`src/rtl/ps2_scan_display_pkg.sv`:
```
// ps2_scan_display_pkg
//   Shared definitions for the PS/2 scancode display block:
//   - rx_state_e     : receiver FSM states
//   - PREFIX_EXT/BRK : scancode prefix bytes (E0 extended, F0 break)
//   - SEG_BLANK      : all-segments-off glyph (active-high form)
//   - HEX_GLYPH      : 16-entry hex glyph table, gfedcba, active-high
//   - apply_polarity : converts an active-high glyph to the pin polarity
package ps2_scan_display_pkg;

  typedef enum logic [1:0] {
    ST_IDLE,
    ST_DATA,
    ST_PARITY,
    ST_STOP
  } rx_state_e;

  localparam logic [7:0] PREFIX_EXT = 8'hE0;
  localparam logic [7:0] PREFIX_BRK = 8'hF0;

  localparam logic [6:0] SEG_BLANK = 7'h00;

  // Index 0 is the rightmost element: 0..9, A, b, C, d, E, F.
  localparam logic [15:0][6:0] HEX_GLYPH = {
    7'h71,  // F
    7'h79,  // E
    7'h5E,  // d
    7'h39,  // C
    7'h7C,  // b
    7'h77,  // A
    7'h6F,  // 9
    7'h7F,  // 8
    7'h07,  // 7
    7'h7D,  // 6
    7'h6D,  // 5
    7'h66,  // 4
    7'h4F,  // 3
    7'h5B,  // 2
    7'h06,  // 1
    7'h3F   // 0
  };

  function automatic logic [6:0] apply_polarity(input logic [6:0] seg, input bit active_low);
    return active_low ? ~seg : seg;
  endfunction

endpackage

```
`src/rtl/hex_to_7seg.sv`:
```
// hex_to_7seg
//   Combinational hex digit to 7-segment glyph decoder.
//   Ports:
//     hex_i [3:0] : nibble to display
//     seg_o [6:0] : glyph, gfedcba order, active-high (1 = segment lit)
module hex_to_7seg
  import ps2_scan_display_pkg::*;
(
  input  logic [3:0] hex_i,
  output logic [6:0] seg_o
);

  always_comb begin
    seg_o = HEX_GLYPH[hex_i];
  end

endmodule

```
`src/rtl/ps2_scan_display.sv`:
```
// ps2_scan_display
//   Receives PS/2 keyboard frames, assembles scancodes (with E0/F0
//   prefixes) and shows the most recent codes on 7-segment digits.
//   Ports:
//     clk        : system clock, all logic on its rising edge
//     rst        : asynchronous active-low reset
//     SCL, SDA   : PS/2 clock and data lines, asynchronous to clk
//     seg_out    : 2 digits per history byte, digit d in [7d+6:7d], gfedcba
//     code_valid : one-cycle pulse when a complete scancode arrives
//     code_byte  : final byte of the last completed scancode
//     extended   : E0 prefix seen on the last completed scancode
//     released   : F0 prefix seen on the last completed scancode
//     frame_err  : one-cycle pulse on parity, stop-bit or timeout error
module ps2_scan_display
  import ps2_scan_display_pkg::*;
#(
  parameter int NUM_BYTES      = 2,
  parameter int TIMEOUT_CYC    = 50000,
  parameter int SEG_ACTIVE_LOW = 1,
  parameter int SHOW_BREAK     = 0
) (
  input  logic                     clk,
  input  logic                     rst,
  input  logic                     SCL,
  input  logic                     SDA,
  output logic [14*NUM_BYTES-1:0]  seg_out,
  output logic                     code_valid,
  output logic [7:0]               code_byte,
  output logic                     extended,
  output logic                     released,
  output logic                     frame_err
);

  localparam int TW = $clog2(TIMEOUT_CYC + 1);
  localparam logic [TW-1:0] TO_LAST = TW'(TIMEOUT_CYC - 1);
  localparam bit ACTIVE_LOW = (SEG_ACTIVE_LOW != 0);
  localparam logic [6:0] DIGIT_OFF = apply_polarity(SEG_BLANK, ACTIVE_LOW);
  localparam logic [14*NUM_BYTES-1:0] SEG_RESET = {2*NUM_BYTES{DIGIT_OFF}};

  // Synchroniser chains plus one extra SCL stage for edge detection
  logic scl_s1_q, scl_s1_d, scl_s2_q, scl_s2_d, scl_prev_q, scl_prev_d;
  logic sda_s1_q, sda_s1_d, sda_s2_q, sda_s2_d;

  rx_state_e       state_q, state_d;
  logic [2:0]      bit_cnt_q, bit_cnt_d;
  logic [7:0]      shift_q, shift_d;
  logic            parity_q, parity_d;
  logic [TW-1:0]   timeout_q, timeout_d;
  logic            ext_q, ext_d;
  logic            brk_q, brk_d;

  logic            code_valid_q, code_valid_d;
  logic [7:0]      code_byte_q, code_byte_d;
  logic            extended_q, extended_d;
  logic            released_q, released_d;
  logic            frame_err_q, frame_err_d;

  logic [NUM_BYTES-1:0][7:0] hist_byte_q, hist_byte_d;
  logic [NUM_BYTES-1:0]      hist_vld_q, hist_vld_d;

  logic [14*NUM_BYTES-1:0]   seg_q, seg_d;
  logic [2*NUM_BYTES-1:0][6:0] glyph;

  logic scl_fall;
  logic sda_bit;
  logic accept;

  assign scl_fall = scl_prev_q & ~scl_s2_q;
  assign sda_bit  = sda_s2_q;

  // Receiver FSM, prefix tracking and history shift. A byte is accepted
  // on the stop-bit edge; the resulting code and history update are
  // registered, so they become visible in the following cycle.
  always_comb begin
    scl_s1_d     = SCL;
    scl_s2_d     = scl_s1_q;
    scl_prev_d   = scl_s2_q;
    sda_s1_d     = SDA;
    sda_s2_d     = sda_s1_q;

    state_d      = state_q;
    bit_cnt_d    = bit_cnt_q;
    shift_d      = shift_q;
    parity_d     = parity_q;
    ext_d        = ext_q;
    brk_d        = brk_q;
    code_valid_d = 1'b0;
    code_byte_d  = code_byte_q;
    extended_d   = extended_q;
    released_d   = released_q;
    frame_err_d  = 1'b0;
    hist_byte_d  = hist_byte_q;
    hist_vld_d   = hist_vld_q;
    accept       = 1'b0;

    if (state_q == ST_IDLE || scl_fall) begin
      timeout_d = '0;
    end else begin
      timeout_d = timeout_q + TW'(1);
    end

    case (state_q)
      ST_IDLE: begin
        if (scl_fall && !sda_bit) begin
          state_d   = ST_DATA;
          bit_cnt_d = 3'd0;
        end
      end
      ST_DATA: begin
        if (scl_fall) begin
          shift_d   = {sda_bit, shift_q[7:1]};
          bit_cnt_d = bit_cnt_q + 3'd1;
          if (bit_cnt_q == 3'd7) begin
            state_d = ST_PARITY;
          end
        end
      end
      ST_PARITY: begin
        if (scl_fall) begin
          parity_d = sda_bit;
          state_d  = ST_STOP;
        end
      end
      ST_STOP: begin
        if (scl_fall) begin
          state_d = ST_IDLE;
          // Odd parity across data plus parity bit, and a high stop bit
          if (sda_bit && (^{shift_q, parity_q})) begin
            accept = 1'b1;
          end else begin
            frame_err_d = 1'b1;
          end
        end
      end
      default: begin
        state_d = ST_IDLE;
      end
    endcase

    // A stalled PS/2 clock abandons the partial frame
    if (state_q != ST_IDLE && !scl_fall && timeout_q == TO_LAST) begin
      state_d     = ST_IDLE;
      timeout_d   = '0;
      frame_err_d = 1'b1;
    end

    if (accept) begin
      if (shift_q == PREFIX_EXT) begin
        ext_d = 1'b1;
      end else if (shift_q == PREFIX_BRK) begin
        brk_d = 1'b1;
      end else begin
        code_valid_d = 1'b1;
        code_byte_d  = shift_q;
        extended_d   = ext_q;
        released_d   = brk_q;
        ext_d        = 1'b0;
        brk_d        = 1'b0;
        if (!brk_q || (SHOW_BREAK != 0)) begin
          for (int k = NUM_BYTES - 1; k > 0; k--) begin
            hist_byte_d[k] = hist_byte_q[k-1];
            hist_vld_d[k]  = hist_vld_q[k-1];
          end
          hist_byte_d[0] = shift_q;
          hist_vld_d[0]  = 1'b1;
        end
      end
    end

    if (frame_err_d) begin
      ext_d = 1'b0;
      brk_d = 1'b0;
    end
  end

  // Two decoders per history entry: low nibble then high nibble
  for (genvar g = 0; g < NUM_BYTES; g++) begin : g_digit
    hex_to_7seg u_lo (
      .hex_i (hist_byte_q[g][3:0]),
      .seg_o (glyph[2*g])
    );
    hex_to_7seg u_hi (
      .hex_i (hist_byte_q[g][7:4]),
      .seg_o (glyph[2*g+1])
    );
  end

  // Invalid entries are blanked before polarity is applied
  always_comb begin
    seg_d = SEG_RESET;
    for (int k = 0; k < NUM_BYTES; k++) begin
      seg_d[14*k +: 7]     = apply_polarity(hist_vld_q[k] ? glyph[2*k]   : SEG_BLANK, ACTIVE_LOW);
      seg_d[14*k + 7 +: 7] = apply_polarity(hist_vld_q[k] ? glyph[2*k+1] : SEG_BLANK, ACTIVE_LOW);
    end
  end

  // Synchronisers reset to the idle-high line level so reset release
  // cannot look like a falling edge
  always_ff @(posedge clk or negedge rst) begin
    if (!rst) begin
      scl_s1_q     <= 1'b1;
      scl_s2_q     <= 1'b1;
      scl_prev_q   <= 1'b1;
      sda_s1_q     <= 1'b1;
      sda_s2_q     <= 1'b1;
      state_q      <= ST_IDLE;
      bit_cnt_q    <= 3'd0;
      shift_q      <= 8'h00;
      parity_q     <= 1'b0;
      timeout_q    <= '0;
      ext_q        <= 1'b0;
      brk_q        <= 1'b0;
      code_valid_q <= 1'b0;
      code_byte_q  <= 8'h00;
      extended_q   <= 1'b0;
      released_q   <= 1'b0;
      frame_err_q  <= 1'b0;
      hist_byte_q  <= '0;
      hist_vld_q   <= '0;
      seg_q        <= SEG_RESET;
    end else begin
      scl_s1_q     <= scl_s1_d;
      scl_s2_q     <= scl_s2_d;
      scl_prev_q   <= scl_prev_d;
      sda_s1_q     <= sda_s1_d;
      sda_s2_q     <= sda_s2_d;
      state_q      <= state_d;
      bit_cnt_q    <= bit_cnt_d;
      shift_q      <= shift_d;
      parity_q     <= parity_d;
      timeout_q    <= timeout_d;
      ext_q        <= ext_d;
      brk_q        <= brk_d;
      code_valid_q <= code_valid_d;
      code_byte_q  <= code_byte_d;
      extended_q   <= extended_d;
      released_q   <= released_d;
      frame_err_q  <= frame_err_d;
      hist_byte_q  <= hist_byte_d;
      hist_vld_q   <= hist_vld_d;
      seg_q        <= seg_d;
    end
  end

  assign seg_out    = seg_q;
  assign code_valid = code_valid_q;
  assign code_byte  = code_byte_q;
  assign extended   = extended_q;
  assign released   = released_q;
  assign frame_err  = frame_err_q;

endmodule

```
`config.mk`:
```
export PLATFORM = sky130hd
export DESIGN_NAME = ps2_scan_display
export DESIGN_NICKNAME = d
export VERILOG_FILES = /design/src/rtl/ps2_scan_display_pkg.sv /design/src/rtl/hex_to_7seg.sv /design/src/rtl/ps2_scan_display.sv
export SDC_FILE = /design/constraint.sdc
export NUM_CORES = 1
export LEC_CHECK = 0
export ABC_CLOCK_PERIOD_IN_PS = 2120
export CORE_MARGIN = 2
export CORE_UTILIZATION = 46
export DETAILED_ROUTE_END_ITERATION = 8
export DONT_BUFFER_PORTS = 1
export SETUP_SLACK_MARGIN = 0.15
export SYNTH_ARGS = -nofsm -noshare
export SYNTH_HDL_FRONTEND = slang
export SYNTH_SLANG_ARGS = --single-unit
```
`constraint.sdc`:
```
create_clock -name clk -period 2.12 [get_ports clk]
set_clock_uncertainty 0.15 [all_clocks]
set_input_delay 0.636 -clock clk [delete_from_list [all_inputs] [get_ports clk]]
set_output_delay 0.636 -clock clk [all_outputs]
set_load 0.01 [all_outputs]
```
# Yosys cells after proc, flatten, opt, wreduce, memory -nomap -nowiden
# Memory sizes are Yosys's and may differ from the RTL's.
# Index checks and enable logic that the tools add are counted.
# word_totals
reg_bits	95
mem_bits_ro	448
input_bits	4
out_inout_bits	40
word_cells	114
mem_count	4
# classes
n_addsub	2
magnitude_cmp	4
n_eq_ne	16
n_mux	38
n_bitwise	9
n_reduce_logical	20
# memory_table
memory	words	width	rd	rd_ports_with_merged_regs	wr	line_no	rtl
(no name shown)	16	7	1	0	0	hex_to_7seg.sv:14	seg_o = HEX_GLYPH[hex_i];
(no name shown)	16	7	1	0	0	hex_to_7seg.sv:14	
(no name shown)	16	7	1	0	0	hex_to_7seg.sv:14	
(no name shown)	16	7	1	0	0	hex_to_7seg.sv:14	
# op_table
operator	n
two-way mux 7 bit	8
two-way mux 16 bit	2
NOT 7 bit	4
less-than comparator 4 x 5 -> 1 bit, second input constant	4
two-way mux 1 bit	18
adder 16 x 1 -> 16 bit, second input constant	1
== test 16 bit, second input constant	1
== test 8 bit, second input constant	2
inequality test 3 bit, second input constant	5
two-way mux 2 bit	6
parity 9 bit	1
case mux 2 bit (4 select lines)	1
AND reduction 2 bit	4
two-way mux 3 bit	2
case mux 3 bit (2 select lines)	1
AND reduction 3 bit	2
nonzero test 2 bit	3
AND reduction 5 bit	1
== test 2 bit, second input constant	2
logical AND 1 bit	4
inequality test 2 bit, second input constant	2
NOT 1 bit	4
AND reduction 4 bit	1
adder 3 x 1 -> 3 bit, second input constant	1
other kinds (8)	9

# Depth between registers and ports, before layout
# Gate-level depths: netlist (run 1).
# logic_depth
word_depth	8
mapped_depth	8
depth_no_buf	7

# Cells and area by module
# From an unflattened synthesis (run 1), not the netlist that was laid out.
# hier_totals
hier_cells	434
area_unflattened_um2	5057.4
# modules_own_cells
module	n_inst	cells_each	area_each_um2	seq_area_each_um2
ps2_scan_display	1	302	3896.2	2418.6
hex_to_7seg	4	33	290.3	0.0

# Worst setup path before layout (run 1)
# OpenSTA, ideal clock, no wires.
# synth_timing
kind	register -> register
startpoint	register shift_q[4]
endpoint	register hist_byte_q[15] (netlist bit)
setup_time_ns	0.125
arrival_ns	1.948
required_ns	1.845
setup_slack_ns	-0.103
stages_incl_launch_ff	9
n_path_buf	3
period_less_slack_ns	2.223
cell_sequence	dfrtp_1 buf_2 xor2_1 xnor3_2 xnor2_2 nand4b_1 buf_6 buf_12 mux2_4
# synth_via
elab_chain_len	6
word_cells_on_any_way	10
cone_classes	eq/ne (2); mux (3); bitwise (2); reduce/logical (3)
# synth_rtl
element	line_no	rtl
start, declared	ps2_scan_display.sv:46	logic [7:0] shift_q, shift_d;
start signal, assigned	ps2_scan_display.sv:229	shift_q <= shift_d;
parity 9 bit	ps2_scan_display.sv:128	if (sda_bit && (^{shift_q, parity_q})) begin
logical AND 1 bit	ps2_scan_display.sv:128	
two-way mux 1 bit	ps2_scan_display.sv:128	
two-way mux 1 bit	ps2_scan_display.sv:125	if (scl_fall) begin
two-way mux 1 bit	ps2_scan_display.sv:102	case (state_q)
AND reduction 4 bit (no source line) *	--	
end signal, assigned	ps2_scan_display.sv:239	hist_byte_q <= hist_byte_d;
end, declared	ps2_scan_display.sv:58	logic [NUM_BYTES-1:0][7:0] hist_byte_q, hist_byte_d;
# Every way passes the cells marked *; elsewhere a longest branch is shown, timed or not.
# A chain may end at the register's enable or synchronous reset.

# Worst setup path in the final report (run 1)
# layout_timing
startpoint	register shift_q[3]
endpoint	register hist_byte_q[5] (netlist bit)
# Same word-level chain as after synthesis.

==> results of run 1 <==
## placed cells by master, fill, tap and decap left out, types with 8 or more instances in the layout
cell type	instances
a21oi_1	8
mux2_2	25
nand3_1	8
xnor2_1	10
nor2_1	26
inv_1	24
o211ai_1	12
buf_4	23
mux2i_1	17
clkbuf_8	9
dfrtp_1	62
ha_1	27
dfstp_2	33
xor2_1	8
nand2_1	16
o21ai_0	14
## synth_stat cells, drive strengths merged (5+ instances only)
cell | number | area [µm²]
ha | 27 | 338
nor2 | 26 | 97.6
nor2b | 7 | 43.8
nand4 | 5 | 31.3
nand3 | 8 | 40.0
o21ai | 14 | 70.1
a31oi | 5 | 31.3
xor2 | 8 | 70.1
nor3 | 7 | 35.0
mux2i | 17 | 170
xnor2 | 11 | 104
a21oi | 8 | 40.0
o211ai | 12 | 90.1
dfstp | 33 | 867
clkbuf | 9 | 35.0
dfrtp | 62 | 1550
buf | 6 | 51.3
inv | 24 | 90.1
nand2 | 17 | 63.8
mux2 | 30 | 345
## metrics by stage
| stage | TNS, ns | hold WS (ns) | util [%] |
|---|---|---|---|
| 5_1_grt | -3.98 | -0.214 | 53.4 |
| 3_5_place_dp | -0.682 | 0.195 | 50.2 |
| 4_1_cts | -0.901 | -0.210 | 52.4 |
| 2_1_floorplan | -0.305 | 0.190 | - |
| 6_report | -1.05 | -0.177 | 53.4 |
| 3_3_place_gp | -0.437 | 0.196 | 50.2 |
## layer usage
layer	wire, µm	vias up
li1	-	1436
met1	3970	1487
met2	4270	47
met3	278	11
met4	113	0
met5	0	-
## worst max path at each step
stage                           from              end  cells after the start  slack, ns
after global routing      shift_q[3]   hist_byte_q[7]                      7      -0.20
after CTS                 shift_q[3]   hist_byte_q[7]                      6      -0.07
final                     shift_q[3]   hist_byte_q[5]                      7      -0.08
after floorplan           shift_q[3]  hist_byte_q[15]                      7      -0.05
after detailed placement  shift_q[3]     code_byte[3]                      5      -0.08
after global placement    shift_q[3]     code_byte[2]                      5      -0.06
## power by group
group / total [µW] / internal, µW / leakage, µW / switching (µW)
clock: 1090 / 439 / 0.0000866 / 656
sequential: 2540 / 2220 / 0.00119 / 325
combinational: 1530 / 780 / 0.00100 / 750
## worst max-delay path, stage by stage (launching register included)
cell and delay [ns]:
dfrtp_1 0.40, xnor2_1 0.16, xnor3_2 0.47, xnor2_2 0.20, nand4b_1 0.14, buf_6 0.15, clkbuf_16 0.15, mux2_2 0.26
## what timing repair did
item                       4_1_cts  5_1_grt
hold endpoints to repair        95       95
setup endpoints to repair       30       36
pin swaps                        6        5
cloned                           0        1
buffers inserted                 2        3
gates resized for setup          7       10
## flip-flops by register name, summed over array words and instances (netlist names), 2 cells and up
name	count
hist_vld_q	2
seg_out	28
state_q	2
code_byte	8
timeout_q	16
hist_byte_q	16
bit_cnt_q	3
shift_q	8
## logic make-up (layout without fill, tap and decap cells)
| logic type | count (synthesis) | in the layout | share of synthesized area, % |
|---|---|---|---|
| xor+xnor | 20 | 20 | 4.23 |
| flops | 95 | 95 | 51.7 |
| buf+inv | 39 | 67 | 3.77 |
| simple gates | 95 | 95 | 10.5 |
| compound gates | 64 | 64 | 9.63 |
| mux | 51 | 51 | 13.0 |
| fa+ha+maj | 27 | 27 | 7.22 |
## cell type report
type                       count  area [µm²]  area share, %
clock inverter                 7        55.1           1.05
tap                          133         166           3.17
inverter                      24        90.1           1.72
sequential                    95        2420           46.1
timing repair buffer          27         240           4.58
multi-input combinational    257        2150           41.0
clock buffer                   9         124           2.36
==> impl_summary.txt, run 1 <==
----------------------------------------------------
[Drt]
  Antenna viol nets, final ... 0
  Via density per instance ... approximately 5.4
  Average wire length per cell after detail routing ... 15.6 µm
  Total number of vias ... roughly 3000
  Detailed-routing iteration count for the pre-antenna-repair pass ... 4
  Number of DRC violations after detailed routing ... 0
  Iteration-0 DRC count of the detailed router ... 110
  Total wire length after detailed routing ... about 8600 µm

[Synth]
  Post-Synthesis Mean Instance Area ... 12.0 µm²
  Ys async rst share ... between 90% and 100%
  EDFF count, synth ... 0
  Fraction of the yosys area taken by sequential cells ... roughly half
  Mapped cell area ... roughly 4700 µm²
  Warning count from the yosys run ... 0
  Number of distinct standard cells referenced by the synthesized netlist ... between 50 and 60
  Nets in the synthesized netlist ... 422
  Cells after Synth ... ~390
  #FFs+latches synth ... 95
  Prevailing post-synth register cell ... dfrtp_1

[Clocking]
  CTS Buf Count ... 9
  Clock-pin transition on the worst setup and hold timing paths ... 0.10 ns
  Total number of clock tree sinks ... 95
  Buffer depth of the longest clock path ... 2
  Cell at the root of the clock tree ... clkbuf_8
  Clock latency at the later pin of the worst-skew pair ... 0.36 ns
  CTS tree ... built
  H-tree Lvls ... 3

[Global route]
  Met3 usage ... under 10%
  Global-route congestion overflow total ... 0
  Total track usage ... 16.6%
  Global-route wire length before repair ... roughly 15000 µm
  Met2 demand-to-capacity share in global routing ... 27.8%
  Number of global-route vias before repair ... just over 3000
  Largest net degree at the start of global routing ... 96
  GR peak layer ... met2
  Met1 Resource Use GR ... between 20% and 30%
  Initial antenna violation count ... 0

[Finish]
  Final #Nets ... approximately 450
  Filler-free cell count of the finished design ... between 500 and 600
  Number of antenna repair diodes ... 0
  Count of fill cells added during filler insertion ... 899
  Area overhead of the layout relative to synthesis ... 12.1%
  Share of cells above drive strength 1 ... between 30% and 40%
  Final design instance area without fill ... about 5200 µm²

[Die]
  Core region area ... around 9800 µm²
  Full die area ... roughly 11000 µm²
  Die width ... ~100 µm
  Initial core utilization ... a little under half
  Overall die height ... between 100 and 150 µm
  Number of placement rows ... 36
  Number of top-level design ports ... 44

[Worst setup path]
  Sort of element at the end of the critical path ... flop
  CP Data Required Time ... approximately 2.2 ns
  Flop-to-flop setup slack ... -0.08 ns
  Worst Setup Start Kind ... flop
  Data arrival at the endpoint of the critical path ... around 2.3 ns
  Largest fanout of any net on the critical path ... 7
  Worst Path Class, Setup ... flop to flop
  Depth of the worst register-to-register path ... 7
  End of the worst register-to-register path ... hist_byte_q[5]
  Worst flop-to-flop path startpoint ... shift_q[3]

[Place]
  Inst Count DP ... 530
  PortBufs ... 0
  Placement-stage cell area ... between 4000 and 5000 µm²
  GPL Wtd Cong ... 0.824
  Post-placement setup slack ... -0.0759 ns
  Half-perimeter wire length after placement ... about 5900 µm

[Power]
  Cell area power density ... 986 nW/µm²
  Total power draw ... 5170 µW
  Total leakage power ... about 0.0023 µW
  Peak supply drop ... 0.000669 V

[Timing]
  Final Hold Violating Endpoints ... 85
  Count of pins over their slew limit ... 0
  Post-layout min period ... ~2.2 ns
  Setup slack of the critical path after layout ... -0.0809 ns
  Max Freq ... 454 MHz
  Setup repair after global routing missed its margin ... true
  Portion of the clock cycle consumed by the worst path in the final layout ... 104%
  Max-Slew Margin vs Limit ... roughly 67%
  Final setup viols ... 22
  Slew at the pin closest to its max-slew limit ... ~0.5 ns
  Worst Hold Slack ... -0.177 ns

[Hold path]
  Class of the most critical hold timing path ... primary input to asynchronous set/reset pin

[Status]
  Violations in the final reports ... hold timing, setup timing
  Outcome ... finished with violations

[Flow run]
  Count of maximum capacitance violations ... 0

----------------------------------------------------
Note: power is estimated with default switching activity, not from simulation.
==> inputs of run 2 (changes only) <==
CTS_CLUSTER_DIAMETER = 40   (was not set)
GPL_TIMING_DRIVEN = 0   (was not set)
PLACE_DENSITY = 0.7   (was not set)
==> impl_summary.txt, run 2 (synthesis gave the netlist of run 1 again) <==
----------------------------------------------------
[Die]
  Core region area ... 9820 µm² (unchanged)
  Overall die height ... 105 µm (unchanged)
  Full die area ... 11000 µm² (unchanged)
  Die width ... 105 µm (unchanged)
  Number of top-level design ports ... 44 (unchanged)
  Number of placement rows ... 36 (unchanged)
  Initial core utilization ... 47.6% (unchanged)

[Timing]
  Aggregate negative setup slack ... -2.77 ns (-1.72 ns)
  Setup repair after global routing missed its margin ... true
  Count of pins over their slew limit ... 0 (unchanged)
  Slew at the pin closest to its max-slew limit ... 0.520 ns (+0.0277 ns)
  Post-layout min period ... 2.26 ns (+0.0603 ns)
  Final Hold Violating Endpoints ... 88 (+3.5%)
  Setup slack of the critical path after layout ... -0.141 ns (-0.0603 ns)
  Max Freq ... 442 MHz (-2.7%)
  Portion of the clock cycle consumed by the worst path in the final layout ... 107% (+2.8 points)
  Final setup viols ... 25 (+14%)
  Max-Slew Margin vs Limit ... 65.0% (-1.7 points)
  Worst Hold Slack ... -0.185 ns (-0.00773 ns)

[Finish]
  Area overhead of the layout relative to synthesis ... 13.5%
  Number of antenna repair diodes ... 0 (unchanged)
  Highest-count cells in the layout ignoring fill and taps ... dfrtp_1, dfstp_2, nor2_1, ha_1, inv_1
  Most common cell after layout, fill and taps aside ... dfrtp_1
  Filler-free cell count of the finished design ... 557 (+0.91%)
  Share of cells above drive strength 1 ... 31.4% (+1.1 points)
  Flip-flop count of the largest register, all copies and words added ... 28 (unchanged)
  Final #Nets ... 450 (+1.1%)
  Final core utilization ... 54.1% (+0.68 points)

[Power]
  Peak supply drop ... 0.000545 V (-19%)
  Combinational cell fraction of total power ... 30.6% (+1.0 points)
  Switching fraction of total power ... 32.5% (-0.97 points)
  Total internal power ... 3550 µW (+3.3%)
  Cell area power density ... 992 nW/µm² (+0.56%)
  Share of power burned in the clock network ... 21.2% (about the same)
  Switching power summed over all nets ... 1710 µW (-1.1%)
  Total power draw ... 5260 µW (+1.8%)
  Total leakage power ... 0.00228 µW (+0.12%)
  Sequential fraction of design power ... 48.2% (-1.0 points)

[Worst setup path]
  Data arrival at the endpoint of the critical path ... 2.37 ns (+0.07 ns)
  Worst Path Class, Setup ... flop to flop
  Largest fanout of any net on the critical path ... 6 (-1)
  Sort of element at the end of the critical path ... flop
  Worst Setup Start Kind ... flop
  CP Data Required Time ... 2.23 ns (about the same)

[Global route]
  Global-route congestion overflow total ... 0 (unchanged)
  Largest net degree at the start of global routing ... 96 (unchanged)
  Initial antenna violation count ... 0 (unchanged)
  Total track usage ... 16.5% (-0.078 points)
  Global-route wire length before repair ... 14700 µm (-1.4%)
  Number of global-route vias before repair ... 3065 (unchanged)

[Drt]
  Total wire length after detailed routing ... 8700 µm (+0.73%)
  Number of DRC violations after detailed routing ... 0 (unchanged)
  Detailed-routing iteration count for the pre-antenna-repair pass ... 4 (unchanged)
  Iteration-0 DRC count of the detailed router ... 163 (+48%)
  Via density per instance ... 5.45 (+0.83%)
  Total number of vias ... 3033 (+1.7%)
  Antenna viol nets, final ... 0 (unchanged)
  Average wire length per cell after detail routing ... 15.6 µm (-0.17%)

[Clocking]
  Buffer depth of the longest clock path ... 2 (unchanged)
  Clock-pin transition on the worst setup and hold timing paths ... 0.09 ns (about the same)
  Cell at the root of the clock tree ... clkbuf_8
  Total number of clock tree sinks ... 95 (unchanged)
  CTS tree ... built
  Clock latency at the later pin of the worst-skew pair ... 0.36 ns (about the same)
  H-tree Lvls ... 3 (unchanged)
  CTS Buf Count ... 9 (unchanged)

[Place]
  GPL Wtd Cong ... 0.851 (+3.3%)
  Half-perimeter wire length after placement ... 5800 µm (-1.0%)
  PortBufs ... 0 (unchanged)
  Inst Count DP ... 524 (-1.1%)

[Hold path]
  Class of the most critical hold timing path ... primary input to asynchronous set/reset pin

[Flow run]
  Count of maximum capacitance violations ... 0 (unchanged)

[Status]
  Violations in the final reports ... hold timing, setup timing
  Outcome ... finished with violations

----------------------------------------------------
[run 2: cell types whose count changed in the layout (fill, tap and decap cells not counted), sizes merged]
cell / before / now
buf: 26 / 24
inv: 27 / 25
clkbuf: 10 / 20
clkinvlp: 2 / 1
[run 2: worst paths after layout]
check	start	end	slack, ns	cells after the start
min in group clk	SDA	sda_s1_q	0.11	0
worst max register to register	shift_q[5]	hist_byte_q[7]	-0.14	7
worst min-delay path	rst	hist_byte_q[10]	-0.18	0
max in group asynchronous	rst	scl_prev_q	1.77	0
worst max-delay path	shift_q[5]	hist_byte_q[7]	-0.14	7
worst min register to register	sda_s1_q	sda_bit	0.21	0
[run 2: timing repair]
| action | in CTS | in global routing |
|---|---|---|
| endpoints found under the hold margin | 95 | 95 |
| cloned | 0 | 0 |
| setup buffers | 11 | 6 |
| gates resized for setup | 23 | 22 |
| setup endpoints to repair | 50 | 50 |
| pin swaps | 5 | 8 |
[run 2: critical path, cell delays in order, from the launching register on]
cell,delay (ns)
dfrtp_2,0.45
xnor2_2,0.17
xnor3_2,0.48
xnor2_2,0.20
nand4b_1,0.14
buf_6,0.16
buf_12,0.13
mux2_4,0.29
[run 2: power by group through the flow]
stage / Clock (µW) / Sequential (µW) / Combinational, µW
after global placement: 0 / 2550 / 1230
after CTS: 1160 / 2540 / 1500
after floorplan: 0 / 2490 / 1050
after detailed placement: 0 / 2570 / 1280
final: 1110 / 2540 / 1610
after global routing: 1240 / 2590 / 1780
[run 2: routing by layer]
| metal | part of all wire [%] | GRT usage [%] | up-vias | routed length [µm] |
|---|---|---|---|---|
| li1 | - | - | 1448 | - |
| met2 | 49 | 26.7 | 68 | 4240 |
| met1 | 46 | 21.3 | 1507 | 4000 |
| met3 | 4.2 | 4.87 | 10 | 363 |
| met4 | 1.1 | 5.71 | 0 | 98 |
| met5 | 0 | 0 | - | 0 |
[run 2: through the flow]
step | cell area (µm²) | setup slack [ns]
CTS | 5190 | -0.157
finish | 5310 | -0.141
global route | 5310 | -0.257
detailed placement | 4840 | -0.258
global placement | 4840 | -0.222
floorplan | 4680 | -0.0484
[run 2: layout make-up]
| class | instances | area [µm²] |
|---|---|---|
| buffer | 15 | 110 |
| sequential | 95 | 2420 |
| clock inverter | 4 | 27.5 |
| timing repair buffer | 17 | 146 |
| multi-input combinational | 257 | 2190 |
| clock buffer | 12 | 156 |
| inverter | 24 | 90.1 |
| tap | 133 | 166 |
| fill | 871 | 4510 |
==> inputs of run 3 (changes only) <==
CAP_MARGIN = 20   (was not set)
GPL_ROUTABILITY_DRIVEN = 0   (was not set)
==> results of run 3 <==
Same layout as run 2: the final DEF is identical, and so are final timing and power.
